==> src/rtl/mbssoc_irq_collector_pkg.sv <==
// ---------------------------------------------------------------------------
// mbssoc_irq_collector_pkg
//   Shared constants for the interrupt collector: number of sources, the
//   fixed source index assignment, and the register-port address map.
// ---------------------------------------------------------------------------
package mbssoc_irq_collector_pkg;

  localparam int INT_SEL_WIDTH = 8;

  // Source indices. Syscall slots sit at the bottom so the default soft
  // mask (8'h03) covers exactly them.
  localparam int INT_SYSCALL0  = 0;
  localparam int INT_SYSCALL1  = 1;
  localparam int INT_KEYBOARD  = 2;
  localparam int INT_MOUSE     = 3;
  localparam int INT_UART      = 4;
  localparam int INT_STORAGE   = 5;
  localparam int INT_ETHERNET  = 6;

  typedef enum logic [1:0] {
    IRQ_REG_MASK    = 2'd0,  // RW
    IRQ_REG_PENDING = 2'd1,  // RO, raw pending (pre-mask)
    IRQ_REG_MISSED  = 2'd2,  // RW1C
    IRQ_REG_SWSET   = 2'd3   // WO, reads 0
  } irq_reg_e;

endpackage

==> src/rtl/mbssoc_irq_sync.sv <==
// ---------------------------------------------------------------------------
// mbssoc_irq_sync
//   One-bit synchroniser followed by a rising-edge detector.
// Ports:
//   clk       in  system clock
//   rst       in  asynchronous, active-high reset
//   async_in  in  raw line, asynchronous to clk
//   sync_out  out synchronised level (last synchroniser stage)
//   rise      out 1 for one cycle when sync_out goes 0->1 (combinational)
// ---------------------------------------------------------------------------
module mbssoc_irq_sync #(
  parameter int SYNC_STAGES = 2
) (
  input  logic clk,
  input  logic rst,
  input  logic async_in,
  output logic sync_out,
  output logic rise
);

  logic [SYNC_STAGES-1:0] stages;
  logic                   sync_d;

  // NOTE: sequential state uses non-blocking assignments so every flop
  // samples the pre-edge value of its neighbour; blocking here would
  // collapse the synchroniser chain into a single stage.
  always_ff @(posedge clk or posedge rst) begin
    if (rst) begin
      stages <= '0;
      sync_d <= 1'b0;
    end else begin
      stages <= {stages[SYNC_STAGES-2:0], async_in};
      sync_d <= stages[SYNC_STAGES-1];
    end
  end

  assign sync_out = stages[SYNC_STAGES-1];
  assign rise     = sync_out & ~sync_d;

endmodule

==> src/rtl/mbssoc_irq_collector.sv <==
// ---------------------------------------------------------------------------
// mbssoc_irq_collector
//   Interrupt front-end feeding the APIC. Synchronises device lines, latches
//   pending requests (edge or level per source), masks them onto int_vec,
//   clears on int_ack and returns a one-cycle dev_ack pulse per ack rise.
//   Software can raise syscall slots (SWSET) and inspect per-source sticky
//   "missed" flags through a 4-word register port.
// Ports:
//   clk, rst   clock, asynchronous active-high reset
//   irq_in     [W] raw device requests (async)
//   int_ack    [W] APIC acknowledge, level
//   int_vec    [W] pending & ~mask, to APIC
//   dev_ack    [W] one-cycle pulse after each int_ack rising edge
//   reg_wr/rd  register strobes; reg_addr selects MASK/PENDING/MISSED/SWSET
//   reg_wdata  [W] write data; reg_rdata [W] read data, valid cycle after rd
// ---------------------------------------------------------------------------
module mbssoc_irq_collector
  import mbssoc_irq_collector_pkg::*;
#(
  parameter int           W           = INT_SEL_WIDTH,
  parameter logic [W-1:0] EDGE_MASK   = '1,
  parameter logic [W-1:0] SOFT_MASK   = W'(8'h03),
  parameter int           SYNC_STAGES = 2
) (
  input  logic         clk,
  input  logic         rst,
  input  logic [W-1:0] irq_in,
  input  logic [W-1:0] int_ack,
  output logic [W-1:0] int_vec,
  output logic [W-1:0] dev_ack,
  input  logic         reg_wr,
  input  logic         reg_rd,
  input  logic [1:0]   reg_addr,
  input  logic [W-1:0] reg_wdata,
  output logic [W-1:0] reg_rdata
);

  logic [W-1:0] sync_s;
  logic [W-1:0] sync_rise;

  for (genvar i = 0; i < W; i++) begin : g_sync
    mbssoc_irq_sync #(.SYNC_STAGES(SYNC_STAGES)) u_sync (
      .clk      (clk),
      .rst      (rst),
      .async_in (irq_in[i]),
      .sync_out (sync_s[i]),
      .rise     (sync_rise[i])
    );
  end

  logic [W-1:0] pending;
  logic [W-1:0] missed;
  logic [W-1:0] mask;
  logic [W-1:0] int_ack_d;

  logic [W-1:0] sw_set;
  logic [W-1:0] set_ev;
  logic [W-1:0] miss_ev;
  logic [W-1:0] missed_w1c;

  // Register-port side effects, decoded once.
  assign sw_set     = (reg_wr && reg_addr == IRQ_REG_SWSET)  ? (reg_wdata & SOFT_MASK) : '0;
  assign missed_w1c = (reg_wr && reg_addr == IRQ_REG_MISSED) ? reg_wdata : '0;

  assign set_ev  = (EDGE_MASK & sync_rise) | (~EDGE_MASK & sync_s) | sw_set;
  // A held level line re-asserting itself is not a lost request, so only
  // edge and software events can be counted as misses. An ack in the same
  // cycle means the earlier request is being serviced, not overwritten.
  assign miss_ev = ((EDGE_MASK & sync_rise) | sw_set) & pending & ~int_ack;

  always_ff @(posedge clk or posedge rst) begin
    if (rst) begin
      pending   <= '0;
      missed    <= '0;
      mask      <= '1;
      int_ack_d <= '0;
      dev_ack   <= '0;
      reg_rdata <= '0;
    end else begin
      // Set is OR-ed in after the clear so a collision keeps the request.
      pending   <= (pending & ~int_ack) | set_ev;
      // Same ordering for missed: a fresh miss beats a W1C in that cycle.
      missed    <= (missed & ~missed_w1c) | miss_ev;
      int_ack_d <= int_ack;
      dev_ack   <= int_ack & ~int_ack_d;

      if (reg_wr && reg_addr == IRQ_REG_MASK) begin
        mask <= reg_wdata;
      end

      // Reads sample pre-edge state, so a same-cycle write returns the old value.
      if (reg_rd) begin
        case (irq_reg_e'(reg_addr))
          IRQ_REG_MASK:    reg_rdata <= mask;
          IRQ_REG_PENDING: reg_rdata <= pending;
          IRQ_REG_MISSED:  reg_rdata <= missed;
          default:         reg_rdata <= '0;
        endcase
      end
    end
  end

  assign int_vec = pending & ~mask;

endmodule

==> config.mk <==
export PLATFORM = sky130hd
export DESIGN_NAME = mbssoc_irq_collector
export DESIGN_NICKNAME = d
export VERILOG_FILES = /design/src/rtl/mbssoc_irq_collector_pkg.sv /design/src/rtl/mbssoc_irq_sync.sv /design/src/rtl/mbssoc_irq_collector.sv
export SDC_FILE = /design/constraint.sdc
export NUM_CORES = 1
export LEC_CHECK = 0
export CAP_MARGIN = 40
export CORE_MARGIN = 2
export CORE_UTILIZATION = 40
export CTS_BUF_LIST = sky130_fd_sc_hd__clkbuf_8
export DETAILED_ROUTE_END_ITERATION = 10
export DONT_BUFFER_PORTS = 1
export PLACE_DENSITY = 0.64
export SYNTH_ARGS = -nofsm -noshare
export SYNTH_HDL_FRONTEND = slang
export SYNTH_SLANG_ARGS = --single-unit
==> constraint.sdc <==
create_clock -name clk -period 5.88 [get_ports clk]
set_clock_uncertainty 0.2 [all_clocks]
set_input_delay 1.176 -clock clk [delete_from_list [all_inputs] [get_ports clk]]
set_output_delay 1.176 -clock clk [all_outputs]
set_load 0.01 [all_outputs]
==> qor.yml <==
outcome: "finished clean"
grt_start_max_net_pins: 53
final_antenna_net_count: 0
hold_violations: 0
cts.path.max_buffers: 2
place.port_buffers: 0
layout_min_cycle_time_ns: 2.391
cpPeakStageDelay_ns: 0.38
synthCells: 180
crit_arrival_ns: 1.02
cts-buffers-inserted: 9
setup_violations: 0
drc: 0
r2r_slack_ns: 4.63
gp_congestion: 0.7174
p_leak_nw: 1.237
finalCritPeriodShare_pct: 40.67
clk_pin_slew_worst_paths_ns: 0.07
drtIter0Drc: 52
synth-warning-count: 0
start_util_pct: 41.10
critPathBufInv: 0
ys_types: 18
gr-total-overflow: 0
area_growth_syn_to_layout_pct: 11.30
ir_worst_vdd_mv: 0.1391
whs_endpoint: "g_sync[3].u_sync.stages[1]"
drv_slew: 0
synth_fa_ha_area_share_pct: 0
cap_violations: 0
viasPerCell: 5.101
synth-compound-area-share_pct: 8.050
nNetsFinal: 216
yosysSeqAreaShare_pct: 70.22
crit_family: "flip-flops"
synth_fp_nets: 210
insertion_delay_ns: 0.34
cp.depth: 1
antenna_found_initial: 0
cts_sinks: 72
ff2ff_path_depth: 3
tns_ns: 0
die_area_sq_mm: 0.007108
synthXorXnorAreaFrac_pct: 0
synth_top_family_by_area: "simple AND/OR/NAND/NOR gates"
max_slew_margin_pct: 69.60
hold_start: "g_sync[3].u_sync.stages[0]"
required_ns: 4.50
synth_area_sq_mm: 0.002580
cts_resized: 0
crit_type: "flop to primary output"
regToRegStartpoint: "mask[7]"
cp_cell_sequence: "nor2b_1"
fmax_mhz: 418.2
wl_per_cell_microns: 16.31
track_usage_pct: 13.94
cts_setup_buffers: 0
grt_pass1_wl_mm: 7.376
io_pins: 54
antenna_cells: 0
coreArea_sq_mm: 0.006277
die_w_microns: 84.31
utilization_pct: 45.74
crit_slowest_cell: "dfrtp_1"
ctsHoldBuffers: 0
powerDensity_mw_per_mm2: 366.0
wl_mm: 4.371
cts_tree: "built"
cts-root-buf: "clkbuf_8"
rows: 29
first_pass_iters: 4
synthSimpleGateAreaFrac_pct: 13.48
tightest_slew_ns: 0.4555
ys_ff_latch: 72
timing.rr.end: "reg_rdata[7]"
rsz0062_at_grt: "no"
num_vias: 1367
cts_htree_levels: 3
cp-end-kind: "primary output"
cp_max_fo: 3
dpl.hpwl_mm: 3.028
drive_gt1_share_pct: 17.80
holdCritPathClass: "flop to flop"
syn_area_per_cell_sq_um: 14.33
dieHeight_microns: 84.31
min_path_cells: 0
worstSetupStartpointType: "flop"
muxShareOfSynthArea_pct: 6.596
grt_pass1_vias: 1495
-- sequential cells by signal, indices dropped and copies added (netlist names) --
register              cells
g_sync.u_sync.stages     16
dev_ack                   8
g_sync.u_sync.sync_d      8
int_ack_d                 8
mask                      8
missed                    8
pending                   8
reg_rdata                 8
-- per-layer routing --
layer | global-route usage (%) | share of wire [%] | vias to the layer above
li1 | - | - | 634
met1 | 16.49 | 43 | 672
met2 | 19.41 | 44 | 46
met3 | 7.473 | 9.1 | 15
met4 | 9.677 | 3.5 | 0
met5 | 0 | 0 | -
-- cell families after synthesis --
kind of cell           count (synthesis)
flip-flops                            72
AND/OR/NAND/NOR                       58
AO/OA/AOI/OAI                         26
multiplexers                          16
buffers and inverters                  8
-- synth_stat cells, drive strengths merged --
cell type	count	area, sq um
a41oi	2	17.52
mux2i	8	80.08
buf	5	31.28
nand2	16	60.06
o211ai	8	60.06
and3b	1	8.760
nor2b	18	112.6
dfstp	8	210.2
inv	1	3.750
nand3b	8	60.06
dfrtp	64	1602
mux2	8	90.09
clkbuf	2	7.510
o21a	8	60.06
nand2b	14	87.58
o2bb2ai	8	70.07
nor3b	1	18.77
-- placed cells by master, fill, tap and decap left out --
| cell | n |
|---|---|
| dfrtp_1 | 64 |
| mux2_2 | 8 |
| inv_1 | 2 |
| dfstp_2 | 8 |
| and3b_1 | 1 |
| clkbuf_8 | 11 |
| clkinv_2 | 2 |
| a41oi_1 | 2 |
| o211ai_1 | 8 |
| nor2b_1 | 18 |
| nand3b_1 | 8 |
| nor3b_4 | 1 |
| nand2_1 | 16 |
| buf_16 | 1 |
| o21a_1 | 8 |
| nand2b_1 | 14 |
| bufinv_16 | 1 |
| o2bb2ai_1 | 8 |
| mux2i_1 | 8 |
| buf_4 | 1 |
| inv_2 | 1 |
-- per-stage QoR --
stage               cells  hold slack, ns  total power, W  setup slack [ns]  cell area [sq um]
floorplan             180          0.1312       0.0006617             2.692               2580
global placement      251          0.1315       0.0006743             3.603               2645
detailed placement    252          0.1347       0.0006813             3.596               2673
CTS                   268          0.1518        0.001069             3.459               2872
global route          268          0.1593        0.001102             3.411               2872
finish                268          0.1493        0.001051             3.489               2872
-- cell type report --
cell class | instances | area (sq um)
Fill cell | 566 | 3406
Sequential cell | 72 | 1812
Multi-Input combinational cell | 100 | 725.7
Clock buffer | 11 | 151.4
Tap cell | 77 | 96.34
Clock inverter | 5 | 47.55
Timing Repair Buffer | 2 | 35.03
Inverter | 1 | 3.754
-- worst max-delay path by stage --
stage           startpoint         end  slack, ns
6_report        pending[7]  int_vec[7]       3.49
3_5_place_dp   reg_addr[1]     mask[4]       3.60
4_1_cts         pending[7]  int_vec[7]       3.46
3_3_place_gp   reg_addr[1]     mask[2]       3.60
2_1_floorplan          rst  dev_ack[0]       2.69
5_1_grt         pending[5]  int_vec[5]       3.41
-- power breakdown --
group          internal, W  switching (W)  total (W)  leakage (nW)
Clock             0.000215       0.000167   0.000382         0.112
Sequential        0.000553      0.0000350   0.000588         0.846
Combinational    0.0000436      0.0000375  0.0000811         0.279
Power figures use the tool's default switching activity.
==> RTL change 1 (same flow settings) <==
Set the package constant `INT_SEL_WIDTH` to 9 (it was 8).
--- a/src/rtl/mbssoc_irq_collector_pkg.sv
+++ b/src/rtl/mbssoc_irq_collector_pkg.sv
@@ -5,7 +5,7 @@
 // ---------------------------------------------------------------------------
 package mbssoc_irq_collector_pkg;
 
-  localparam int INT_SEL_WIDTH = 8;
+  localparam int INT_SEL_WIDTH = 9;
 
   // Source indices. Syscall slots sit at the bottom so the default soft
   // mask (8'h03) covers exactly them.
Ports: changed (6 resized); port bits go from 54 to 60. The function was not compared with the original's and may differ.
==> RTL change 1 against the unedited design <==
  * Worst setup slack got worse by 0.027 ns
  * Die area increased by 13%
  * Sequential cell count up 9
  * Largest cell class unchanged
  * Count of clock-buffer cells in the layout is 1 lower
  * Wire length increased by 14%
  * Power is 8.9% higher
  * Global-route usage is 0.34 points lower
  * Area after synthesis increased by 13%
  * Final area up 11%
  * Utilization decreased by 1.5 points
==> RTL change 1: results <==
[final_layout]
largest-register = "g_sync.u_sync.stages"
stdcell_count = 310
drive_gt1_share_pct = 17.54
n_fill_cell = 644
diodes = 0
largest_reg_flops = 18

[clock_tree]
worstSkewPairLatency_ns = 0.34
cts.htree.levels = 3
cts_resized = 0
clk_pin_slew_ns = 0.07
numCtsBuffers = 9
clock-root-buffer = "clkbuf_8"
cts_buffer_depth = 2
cts.sinks = 81

[critical_path]
critPathTopFamily = "flip-flops"
max_stage_delay_ns = 0.39
cp_max_fo = 3

[synth]
yosysWarnings = 0
yosys.cell_types.count = 21
synthArstFlopShare_pct = 100.0
ys_seq_area_share_pct = 69.73
synthTopCellsByArea = "dfrtp_1, dfstp_2, nor2b_1"
postSynthCellCount = 202
synth_nets = 235
synthTopCellsByCount = "dfrtp_1, nor2b_1, nand2_1"

[placement]
portBuffers = 0
pre_cts_slack_ns = 3.344
place_area_sq_um = 2980
gp_congestion = 0.7009
dp_hpwl_um = 3433
dp.cells = 294

[detailed_routing]
drtPass1Iterations = 4
drt_iter0_drc = 83
vias = 1491
wl_um = 5002

[global_routing]
antenna_found_initial = 0
grt_pass1_wl_um = 7859
grt_pass1_vias = 1561
grt_max_degree = 61
grt_util_all_layers_pct = 13.60

[timing]
tns_ns = 0
worstMarginPinSlew_ns = 0.8242

[power]
p_leak_nw = 1.345
ir_drop_mv = 0.2181

[status]
status = "finished, final reports clean"
## RTL change 1: cell count changes after synthesis, moves of 2 or more
cell and delta:
dfrtp_1 +8, buf_2 -3, clkbuf_1 -2, clkbuf_8 +2, nand2_1 +2, nand2b_1 +2, nor2b_1 +2
## RTL change 1: report_power, final
group | switching [mW] | internal (mW) | total, mW | leakage (nW)
clock | 0.189 | 0.205 | 0.393 | 0.0995
combinational | 0.0418 | 0.0463 | 0.0882 | 0.293
sequential | 0.0408 | 0.622 | 0.662 | 0.952
total | 0.271 | 0.873 | 1.14 | 1.34
## RTL change 1: path summary, 6_finish.rpt
kind,from,to,slack (ns),depth (start not counted)
min in group asynchronous,rst,g_sync[1].u_sync.stages[1]$_DFF_PP0_,0.47,1
hold reg to reg,g_sync[4].u_sync.stages[0]$_DFF_PP0_,g_sync[4].u_sync.stages[1]$_DFF_PP0_,0.15,0
hold / removal,g_sync[4].u_sync.stages[0]$_DFF_PP0_,g_sync[4].u_sync.stages[1]$_DFF_PP0_,0.15,0
setup / recovery,pending[3]$_DFF_PP0_,int_vec[3],3.46,1
max in group asynchronous,rst,int_ack_d[3]$_DFF_PP0_,3.96,2
setup reg to reg,mask[3]$_DFFE_PP1P_,reg_rdata[3]$_DFFE_PP0P_,4.66,3
## RTL change 1: cell type report
class                      count  area (sq um)  share of cell area, %
clock buffer                  10         137.6                  4.332
clock inverter                 6         58.81                  1.851
inverter                       1         5.005                 0.1575
multi-input combinational    112         805.8                  25.36
sequential                    81          2038                  64.16
tap                           99         123.9                  3.899
timing repair buffer           1         7.507                 0.2363
## RTL change 1: cell families after synthesis
group	synth area share (%)
DFF	69.73
and+or+nand+nor	13.10
AOI/OAI and AO/OA	7.919
muxes	6.550
buffers and inverters	2.697
## RTL change 1: routing by layer
layer  part of all wire, %  global-route usage [%]  up-vias
met3                    10                   6.833        7
met5                     0                       0        -
li1                      -                       -      696
met1                    44                   17.89      743
met2                    44                   18.45       45
met4                   1.3                   6.920        0
==> RTL change 2 (config.mk and constraints unchanged) <==
Without the edit above. Add an input register stage for `irq_in`, with the module's reset; this delays it by one clock. The other inputs are not delayed to match.
--- a/src/rtl/mbssoc_irq_collector.sv
+++ b/src/rtl/mbssoc_irq_collector.sv
@@ -35,6 +35,16 @@
   output logic [W-1:0] reg_rdata
 );
 
+  logic [W-1:0] irq_q;
+
+  always_ff @(posedge clk or posedge rst) begin
+    if (rst) begin
+      irq_q <= '0;
+    end else begin
+      irq_q <= irq_in;
+    end
+  end
+
   logic [W-1:0] sync_s;
   logic [W-1:0] sync_rise;
 
@@ -42,7 +52,7 @@
     mbssoc_irq_sync #(.SYNC_STAGES(SYNC_STAGES)) u_sync (
       .clk      (clk),
       .rst      (rst),
-      .async_in (irq_in[i]),
+      .async_in (irq_q[i]),
       .sync_out (sync_s[i]),
       .rise     (sync_rise[i])
     );
Behaviour: not the same (Yosys sat finds a counterexample within 4 cycles, from zero or initial values and one cycle with rst high).
==> RTL change 2 against the unedited design <==
  * Worst setup slack lost 0.027 ns
  * Area after synthesis grew 7.8%
  * Clock power increased by 14%
  * Power increased by 11%
  * Worst hold slack worse by 0.0025 ns
  * Sequential share of layout area increased by 2.0 points
  * Die area is 7.4% higher
  * Count of clock-buffer cells in the layout did not move
  * Sequential cell count increased by 8
  * Synthesized cell count up 4.4%
  * Wire length rose by 4.1%
  * Register-to-register slack better by 0.02 ns
  * Final area increased by 7.6%
  * Critical path type unchanged
==> RTL change 2: results <==
[clock_tree]
cts_resized = 0
post_cts_buffers = 0
cts.sinks = 80
cts.htree.levels = 3

[final_layout]
multi_input_area_sq_um = 725.7
clkbuf_count = 11
drive_gt1_share_pct = 17.17
num-multi-input-gates = 100
bufAreaShareNonClock_pct = 0.8907
fin_nets = 224
diodes = 0
n_fill_cell = 599
buffers_excl_clock = 2
clk_share_pct = 7.126
stdcell_count = 278
multi_input_area_share_pct = 23.48
largest-register = "g_sync.u_sync.stages"
regArea_sq_um = 2012

[detailed_routing]
wl_um = 4551
vias = 1401
drt_iter0_drc = 55

[critical_path]
ff2ff_path_depth = 3
regToRegSetupSlack_ns = 4.65
cp_data_arrival_time_ns = 1.04
r2r-end = "reg_rdata[3]$_DFFE_PP0P_"
critPathSlowestCell = "dfrtp_1"
r2r_start = "mask[3]$_DFFE_PP1P_"

[placement]
portBuffers = 0
dp_hpwl_um = 3100
dp.cells = 263
place_area_sq_um = 2870
pre_cts_slack_ns = 3.609
gp_congestion = 0.7032

[hold_path]
hp-start = "g_sync[4].u_sync.stages[0]$_DFF_PP0_"
hold_class = "reg2reg"
hold_path_end = "g_sync[4].u_sync.stages[1]$_DFF_PP0_"

[synth]
synthTopCellsByCount = "dfrtp_1, nor2b_1, nand2_1"
synth_fa_ha_area_share_pct = 0
syn_area_per_cell_sq_um = 14.79
synth_edf_count = 0
yosys-mux-area-fraction_pct = 6.121
synth_compound_area_share_pct = 7.471
yosysWarnings = 0
synthMostInstantiatedCell = "dfrtp_1"
synthTopCellsByArea = "dfrtp_1, dfstp_2, nor2b_1"
ys_seq_area_share_pct = 72.37

[global_routing]
grt_max_degree = 46
use_met1_pct = 17.23
grt.met3_usage_pct = 8.815
grtUsageMet2_pct = 18.53
grt_pass1_wl_um = 7479
grt_util_all_layers_pct = 13.57

[power]
ir_drop_mv = 0.1889
p_leak_nw = 1.331

[die]
taps = 80

[timing]
relSlewSlack_pct = 69.07
whs_ns = 0.1469

[status]
status = "finished, final reports clean"
==> RTL change 2: how the worst max path moves through the flow <==
stage / start / endpoint / slack [ns]
detailed placement: reg_addr[1] / mask[6]$_DFFE_PP1P_ / 3.61
floorplan: rst / dev_ack[0]$_DFF_PP0_ / 2.47
global route: pending[5]$_DFF_PP0_ / int_vec[5] / 3.38
global placement: rst / dev_ack[0]$_DFF_PP0_ / 3.63
finish: pending[5]$_DFF_PP0_ / int_vec[5] / 3.46
CTS: pending[5]$_DFF_PP0_ / int_vec[5] / 3.44
==> RTL change 2: report_power, final <==
part	leakage, nW	switching, mW	internal [mW]
Sequential	0.939	0.0367	0.611
Combinational	0.276	0.0382	0.0429
Clock	0.117	0.177	0.258
Total	1.33	0.252	0.911
==> RTL change 2: per-layer routing <==
layer,vias to the layer above,share of wire [%]
li1,650,-
met1,696,44
met2,49,43
met3,6,12
met4,0,1.7
met5,-,0
